`config.mk`:
```
export PLATFORM = sky130hd
export DESIGN_NAME = vlsu_lane_wb_buf
export DESIGN_NICKNAME = d
export VERILOG_FILES = /design/src/rtl/vlsu_lane_wb_buf.sv
export SDC_FILE = /design/constraint.sdc
export NUM_CORES = 1
export LEC_CHECK = 0
export ABC_AREA = 1
export CAP_MARGIN = 20
export CORE_MARGIN = 3
export CORE_UTILIZATION = 40
export DETAILED_ROUTE_END_ITERATION = 10
export PLACE_DENSITY = 0.69
export REMOVE_ABC_BUFFERS = 1
export SLEW_MARGIN = 25
export SYNTH_ARGS = -nofsm -noshare
export SYNTH_HDL_FRONTEND = slang
export SYNTH_SLANG_ARGS = --single-unit
export TNS_END_PERCENT = 100
```
`constraint.sdc`:
```
create_clock -name clk_i -period 10.45 [get_ports clk_i]
set_input_delay 1.5675 -clock clk_i [delete_from_list [all_inputs] [get_ports clk_i]]
set_output_delay 1.5675 -clock clk_i [all_outputs]
set_load 0.02 [all_outputs]
```
`src/rtl/vlsu_lane_wb_buf.sv`:
```
// Lane write-back buffer: a small FIFO between the load unit and one VRF write port.
// Zero-nibble-enable entries are dropped, and a tracker reports when a commit window's retires complete.
module vlsu_lane_wb_buf #(
    parameter int DLEN      = 64,
    parameter int Depth     = 4,
    parameter int IdWidth   = 4,
    parameter int SetWidth  = 6,
    parameter int BankWidth = 2,
    parameter int CntWidth  = 10
) (
    input  logic                 clk_i,
    input  logic                 rst_ni,

    input  logic                 in_valid_i,
    output logic                 in_ready_o,
    input  logic [IdWidth-1:0]   in_reqId_i,
    input  logic [SetWidth-1:0]  in_vaddr_set_i,
    input  logic [BankWidth-1:0] in_vaddr_bank_i,
    input  logic [DLEN-1:0]      in_data_i,
    input  logic [DLEN/4-1:0]    in_nbe_i,

    output logic                 wr_valid_o,
    input  logic                 wr_ready_i,
    output logic [IdWidth-1:0]   wr_reqId_o,
    output logic [SetWidth-1:0]  wr_set_o,
    output logic [BankWidth-1:0] wr_bank_o,
    output logic [DLEN-1:0]      wr_data_o,
    output logic [DLEN/4-1:0]    wr_nbe_o,

    input  logic                 cmt_valid_i,
    output logic                 cmt_ready_o,
    input  logic [CntWidth-1:0]  cmt_beats_i,
    output logic                 cmt_done_o
);

    // state | meaning
    // IDLE  | no window open; retires accumulate in early; window may start
    // TRACK | window open; rem retires still outstanding
    // DONE  | window finished; cmt_done_o pulses for this one cycle

    localparam int NbeW = DLEN / 4;
    localparam int PtrW = $clog2(Depth);

    localparam logic [CntWidth-1:0] CntOne = {{(CntWidth-1){1'b0}}, 1'b1};
    localparam logic [CntWidth-1:0] CntMax = {CntWidth{1'b1}};

    typedef enum logic [1:0] {
        ST_IDLE,
        ST_TRACK,
        ST_DONE
    } state_e;

    logic [PtrW:0]          wr_ptr_q;
    logic [PtrW:0]          rd_ptr_q;
    logic [PtrW-1:0]        wr_idx;
    logic [PtrW-1:0]        rd_idx;
    logic                   empty;
    logic                   full;
    logic                   push;
    logic                   retire;
    logic                   head_live;

    logic [IdWidth-1:0]     id_q   [Depth];
    logic [SetWidth-1:0]    set_q  [Depth];
    logic [BankWidth-1:0]   bank_q [Depth];
    logic [DLEN-1:0]        data_q [Depth];
    logic [NbeW-1:0]        nbe_q  [Depth];

    state_e                 state_q;
    state_e                 state_d;
    logic [CntWidth-1:0]    rem_q;
    logic [CntWidth-1:0]    rem_d;
    logic [CntWidth-1:0]    early_q;
    logic [CntWidth-1:0]    early_d;
    logic [CntWidth-1:0]    early_inc;
    logic [CntWidth:0]      consumed;

    assign wr_idx = wr_ptr_q[PtrW-1:0];
    assign rd_idx = rd_ptr_q[PtrW-1:0];

    assign empty = (wr_ptr_q == rd_ptr_q);
    assign full  = (wr_idx == rd_idx) && (wr_ptr_q[PtrW] != rd_ptr_q[PtrW]);

    assign head_live = |nbe_q[rd_idx];

    // A full FIFO refuses input even when the head leaves in the same cycle.
    assign in_ready_o = !full;
    assign push       = in_valid_i && !full;
    assign wr_valid_o = !empty && head_live;
    assign retire     = !empty && (head_live ? wr_ready_i : 1'b1);

    assign wr_reqId_o = id_q[rd_idx];
    assign wr_set_o   = set_q[rd_idx];
    assign wr_bank_o  = bank_q[rd_idx];
    assign wr_data_o  = data_q[rd_idx];
    assign wr_nbe_o   = nbe_q[rd_idx];

    always_ff @(posedge clk_i or negedge rst_ni) begin
        if (!rst_ni) begin
            wr_ptr_q <= '0;
            rd_ptr_q <= '0;
        end else begin
            if (push) begin
                wr_ptr_q <= wr_ptr_q + 1'b1;
            end
            if (retire) begin
                rd_ptr_q <= rd_ptr_q + 1'b1;
            end
        end
    end

    // Storage is cleared on reset so the head payload reads as zero.
    always_ff @(posedge clk_i or negedge rst_ni) begin
        if (!rst_ni) begin
            for (int i = 0; i < Depth; i++) begin
                id_q[i]   <= '0;
                set_q[i]  <= '0;
                bank_q[i] <= '0;
                data_q[i] <= '0;
                nbe_q[i]  <= '0;
            end
        end else if (push) begin
            id_q[wr_idx]   <= in_reqId_i;
            set_q[wr_idx]  <= in_vaddr_set_i;
            bank_q[wr_idx] <= in_vaddr_bank_i;
            data_q[wr_idx] <= in_data_i;
            nbe_q[wr_idx]  <= in_nbe_i;
        end
    end

    always_ff @(posedge clk_i or negedge rst_ni) begin
        if (!rst_ni) begin
            state_q <= ST_IDLE;
            rem_q   <= '0;
            early_q <= '0;
        end else begin
            state_q <= state_d;
            rem_q   <= rem_d;
            early_q <= early_d;
        end
    end

    assign early_inc = (early_q == CntMax) ? early_q : early_q + CntOne;
    assign consumed  = {1'b0, early_q} + {{CntWidth{1'b0}}, retire};

    always_comb begin
        state_d     = state_q;
        rem_d       = rem_q;
        early_d     = early_q;
        cmt_ready_o = 1'b0;
        cmt_done_o  = 1'b0;
        case (state_q)
            ST_IDLE: begin
                cmt_ready_o = 1'b1;
                if (cmt_valid_i) begin
                    // Retires already seen (including this cycle's) count against the window.
                    if ({1'b0, cmt_beats_i} > consumed) begin
                        rem_d   = cmt_beats_i - consumed[CntWidth-1:0];
                        state_d = ST_TRACK;
                    end else begin
                        rem_d   = '0;
                        state_d = ST_DONE;
                    end
                    early_d = '0;
                end else if (retire) begin
                    early_d = early_inc;
                end
            end
            ST_TRACK: begin
                if (retire) begin
                    rem_d = rem_q - CntOne;
                    if (rem_q == CntOne) begin
                        state_d = ST_DONE;
                    end
                end
            end
            ST_DONE: begin
                cmt_done_o = 1'b1;
                if (retire) begin
                    early_d = early_inc;
                end
                state_d = ST_IDLE;
            end
            default: begin
                state_d = ST_IDLE;
            end
        endcase
    end

endmodule

```
; ---- After elaboration in Yosys (flattened, before gate mapping)
; Cells that the tools add are included.
[word_totals]
register_bits = 396
out_inout_bits = 96
word_cells = 106
[classes]
add_sub_neg = 6
n_lt_le_gt_ge = 4
n_eq_ne = 10
n_mux = 46
bitwise_logic = 2
n_reduce_logical = 13
[op_table]
columns = op, n
row1 = $bwmux W256, 1
row2 = $mux W64, 3
row3 = $bmux W64 S2, 1
row4 = $demux W64 S2, 1
row5 = $bwmux W64, 1
row6 = $mux W10, 6
row7 = $mux W16, 3
row8 = $pmux W10 S2, 2
row9 = $bmux W16 S2, 1
row10 = $demux W16 S2, 1
row11 = $bwmux W24, 1
row12 = $mux W6, 3
row13 = $bwmux W16, 1
row14 = $reduce_or A16 Y1, 1
row15 = $mux W2, 7
row16 = $bmux W6 S2, 1
row17 = $demux W6 S2, 1
row18 = $mux W4, 3
row19 = $add A10 B1 Y11, 1
row20 = $gt A10 B11 Y1, 1
row21 = $add A10 B1 Y10 const B, 1
row22 = $eq A10 B1 Y1 const B, 1
row23 = $eq A10 B10 Y1 const B, 1
row24 = $sub A10 B1 Y10 const B, 1
row25 = other kinds (23), 37

; ---- Logic depth before layout (Yosys ltp)
[logic_depth]
word_depth = 12
depth_mapped = 30

; ---- Worst setup path before layout
; Ideal clock, no wire load.
[synth_timing]
path_kind = input -> register
startpoint = input port wr_ready_i
endpoint = register rem_q[9]
setup_ns = 0.065
t_arrival_ns = 3.839
t_required_ns = 10.385
path_slack_ns = 6.546
cell_stages = 18
path_buffers = 0
cell_sequence = nor2_4 -> nor2_8 -> ha_1 -> ha_1 -> nand2_1 -> nor2_1 -> xnor2_1 -> ha_1 -> inv_1 -> o21bai_1 -> nand3_1 -> nand3_1 -> nand3_1 -> nand3_1 -> nand3_1 -> o21ai_0 -> nand2_1 -> nand2_1
[synth_between]
elab_chain_len = 7
[synth_lines]
columns = element, line_no
row1 = "start, declared", 23  ; input logic wr_ready_i,
row2 = $mux W1 (*), 90  ; assign retire = !empty && (head_live ? wr_ready_i : 1'b1);
row3 = $logic_and A1 B1 Y1 (*), 90
row4 = $add A10 B1 Y11, 144  ; assign consumed = {1'b0, early_q} + {{CntWidth{1'b0}}, retire};
row5 = $sub A10 B10 Y10 / $gt A10 B11 Y1 (equally long branches), "158, 157"
row6 = $mux W10, 157  ; if ({1'b0, cmt_beats_i} > consumed) begin
row7 = $mux W10, 155  ; if (cmt_valid_i) begin
row8 = $pmux W10 S2, 152  ; case (state_q)
row9 = "end signal, assigned", 138  ; rem_q <= rem_d;
row10 = "end, declared", 71  ; logic [CntWidth-1:0] rem_q;
; Every way passes the cells marked *; elsewhere a longest branch is shown, timed or not. The select of a mux whose other input is x is not followed.
; A chain may end at the register's enable or synchronous reset.

; ---- Worst setup path in the final report
[layout_timing]
startpoint = register rd_ptr_q[0]
endpoint = output port wr_valid_o
[layout_between]
elab_chain_len = 6
[layout_lines]
columns = element, line_no
row1 = "start, declared", 54  ; logic [PtrW:0] rd_ptr_q;
row2 = "start signal, assigned", 107  ; rd_ptr_q <= rd_ptr_q + 1'b1;
row3 = $not A2 Y3 (implied by the code), 84  ; assign head_live = |nbe_q[rd_idx];
row4 = $bmux W16 S2, 84
row5 = $mux W16 (implied by the code) (2 in a row), 84
row6 = $reduce_or A16 Y1, 84
row7 = $logic_and A1 B1 Y1 (*), 89  ; assign wr_valid_o = !empty && head_live;
row8 = "end, declared", 22  ; output logic wr_valid_o,
; Marked as above.

==> flow_summary_export.csv <==
group,metric,value,unit
setup_path,r2r-start,"rd_ptr_q[0]$_DFFE_PN0N_",
finish,drive_above_1_share,3.93,%
synthesis,syn-cell-area,18200,um2
global_route,grt_pass1_wl,79500,um
die,core_area,44500,um2
clocking,cts_buffer_depth,3,
synthesis,synth_compound_area_share,18.0,%
setup_path,worstSetupEndpointType,"primary output",
min_path,worstHoldPathType,"reg -> reg",
placed_design,place_congestion,0.807,
setup_path,cp-startpoint,"rd_ptr_q[0]$_DFFE_PN0N_",
clocking,cts.sink_count,396,
min_path,min_from,"data_q[73]$_DFFE_PN0P_",
synthesis,yosys.area.top_type,"dfrtp_1",
drt,ant_nets,0,
drt,wl,48600,um
clocking,htree_levels,2,
sta,fin_setup_tns,0,ns
die,ioPinCount,203,
clocking,cts_hold_buf,0,
global_route,grt_max_degree,181,
global_route,antenna_found_initial,1,
synthesis,yosys_register_bits,396,
synthesis,syn_inst,2195,
clocking,insertion_delay,0.56,ns
sta,fmax,0.175,GHz
status,status,"finished clean",
synthesis,yosys.area_share.simple,17.8,%
pwr,powerDensity,355,nW/um2
drt,drt_iter0_markers,1367,
sta,finalSetupViolCount,0,
finish,mostFrequentLayoutCells,"nand2_1 (555), o21ai_0 (520), dfrtp_1 (394)",
run,cap_viol_max_count,0,
die,initial_core_util,40.8,%
placed_design,dp.cells,2854,
setup_path,required,8.88,ns
drt,wl_per_cell,16.6,um
synthesis,ys_warn_count,0,
synthesis,synth.distinct_cells,32,
clocking,cts_made_buffers,44,
synthesis,syn_area_per_cell,8.27,um2
setup_path,worstPathArrival,4.15,ns
sta,rsz0062_at_grt,"no",
synthesis,synth-adder-area-share,1.49,%
pwr,peakVddDrop,198,uV
synthesis,synth_mux_area_share,0,%
clocking,post-cts-setup-buffer-count,0,
sta,maxSlewHeadroom,31.3,%
finish,final_cells,2934,
setup_path,critPathKind,"reg -> out",
drt,drtPass1Iterations,5,
clocking,cts_resized,0,
sta,hold_violations,0,
sta,hold-worst-slack,0.476,ns
synthesis,synth-xor-area-share,1.35,%
setup_path,startpoint_type,"flop",
synthesis,synth_top_family_by_area,"compound AO/OA/AOI/OAI gates",
global_route,grt_remaining_overflow,0,
finish,fin_nets,2438,
placed_design,place_hpwl,29000,um
sta,fin_skew,0.0179,ns
clocking,root_buffer,"clkbuf_16",
die,dieWidth,219,um
finish,final_common_cell,"nand2_1",
pwr,p_leak,10.3,nW
clocking,clk_pin_slew,0.06,ns
synthesis,synth_seq_area_share,54.6,%
global_route,grt_pass1_vias,15200,
synthesis,synthTopCellsByArea,"dfrtp_1 (55%), o21ai_0 (14%), nand2_1 (12%)",
finish,area_growth,20.4,%
setup_path,cp_max_fo,102,
sta,worstMarginPinSlew,1.03,ns
finish,num-fill-cells,4196,
sta,finalCritPeriodShare,54.7,%
sta,drv_slew,0,
drt,remaining_drc_errors,0,
sta,finalCriticalPeriod,5.72,ns
die,die_h,219,um
drt,vias_per_cell,5.23,
finish,diodes,0,
die,fp.dieArea,48000,um2
clocking,cts_tree,"yes",
global_route,grt_usage,20.4,%
drt,num_vias,15400,
placed_design,portBuffers,202,
synthesis,synth_top_area_share,54.6,%
die,rows,77,
-- flip-flops by register name, indices dropped and copies added, names as in the netlist --
signal / cells
rd_ptr_q: 3
wr_ptr_q: 3
set_q: 24
id_q: 16
bank_q: 8
nbe_q: 64
data_q: 256
rem_q: 10
early_q: 10
state_q: 2
-- worst paths after layout --
kind                       slack [ns]                       to  cells past startpoint
min in group asynchronous        0.99   data_q[54]$_DFFE_PN0P_                      1
hold / removal                   0.48   data_q[73]$_DFFE_PN0P_                      2
max in group asynchronous        7.34  rd_ptr_q[0]$_DFFE_PN0N_                      3
setup / recovery                 4.73               wr_valid_o                     12
hold reg to reg                  0.48   data_q[73]$_DFFE_PN0P_                      2
setup reg to reg                 4.75     rem_q[2]$_DFFE_PN0P_                     26
-- per-stage QoR --
step | area [um2] | setup slack (ns) | util [%] | power (mW)
after global placement | 20400 | 4.68 | 45.8 | 6.19
after floorplan | 17500 | 2.54 | - | 4.81
after global routing | 21900 | 4.14 | 49.1 | 8.38
final | 21900 | 4.73 | 49.1 | 7.77
after detailed placement | 20400 | 4.45 | 45.8 | 6.29
after CTS | 21800 | 4.34 | 49.0 | 7.82
-- cells in the mapped netlist --
cell and n:
inv_4 1, nand4_1 7, o21ai_1 17, nor3_1 6, a21oi_1 11, nand2_1 559, nand3_1 52, nor4_1 1
clkbuf_1 82, or2_1 1, buf_4 2, nand2_2 2, or4_1 1, nor2_4 3, buf_1 2, nor2_8 1
buf_2 55, inv_1 144, o22ai_1 79, fa_1 1, o21ai_0 520, o21bai_1 2, inv_2 3, a31oi_1 3
xor2_1 19, dfrtp_1 396, buf_6 5, nor2_1 189, or3_1 1, xnor2_1 9, or2_2 1, ha_1 20
-- per-layer routing --
metal  vias to the layer above  share of wire (%)  track usage (%)
met5                         -              0.027                0
met4                         2                2.5             6.48
met3                        81                6.1             3.18
met2                       467                 46             33.0
met1                      7395                 45             28.2
li1                       7408                  -                -
-- where the power goes --
| group | total, mW | internal [mW] | switching, mW |
|---|---|---|---|
| Clock | 1.49 | 0.883 | 0.610 |
| Combinational | 3.63 | 1.39 | 2.24 |
| Sequential | 2.65 | 2.23 | 0.419 |
-- layout make-up --
cell class	instances	area, um2	area share (%)
sequential	396	9920	45.4
multi-input combinational	1505	7060	32.3
clock inverter	8	80.1	0.366
inverter	148	562	2.57
tap	592	741	3.39
timing repair buffer	215	2200	10.0
clock buffer	70	1310	6.00
-- critical path, cell delays in order (launching register included) --
cell and delay, ns:
dfrtp_4 0.66, buf_16 0.27, inv_6 0.50, buf_6 0.64, nand2_1 0.11, nand3_1 0.10, nand2_1 0.09, nand2_1 0.08
nor2_1 0.05, nand2_1 0.13, nor2_4 0.05, nor2_1 0.15, clkdlybuf4s50_1 0.66
-- logic make-up (layout without fill, tap and decap cells) --
family          count (synthesis)  in the layout
simple gates                  824            824
fa+ha+maj                      21             21
flops                         396            396
xor+xnor                       28             28
compound gates                632            632
buf+inv                       294            441
(Power assumes the default switching activity.)
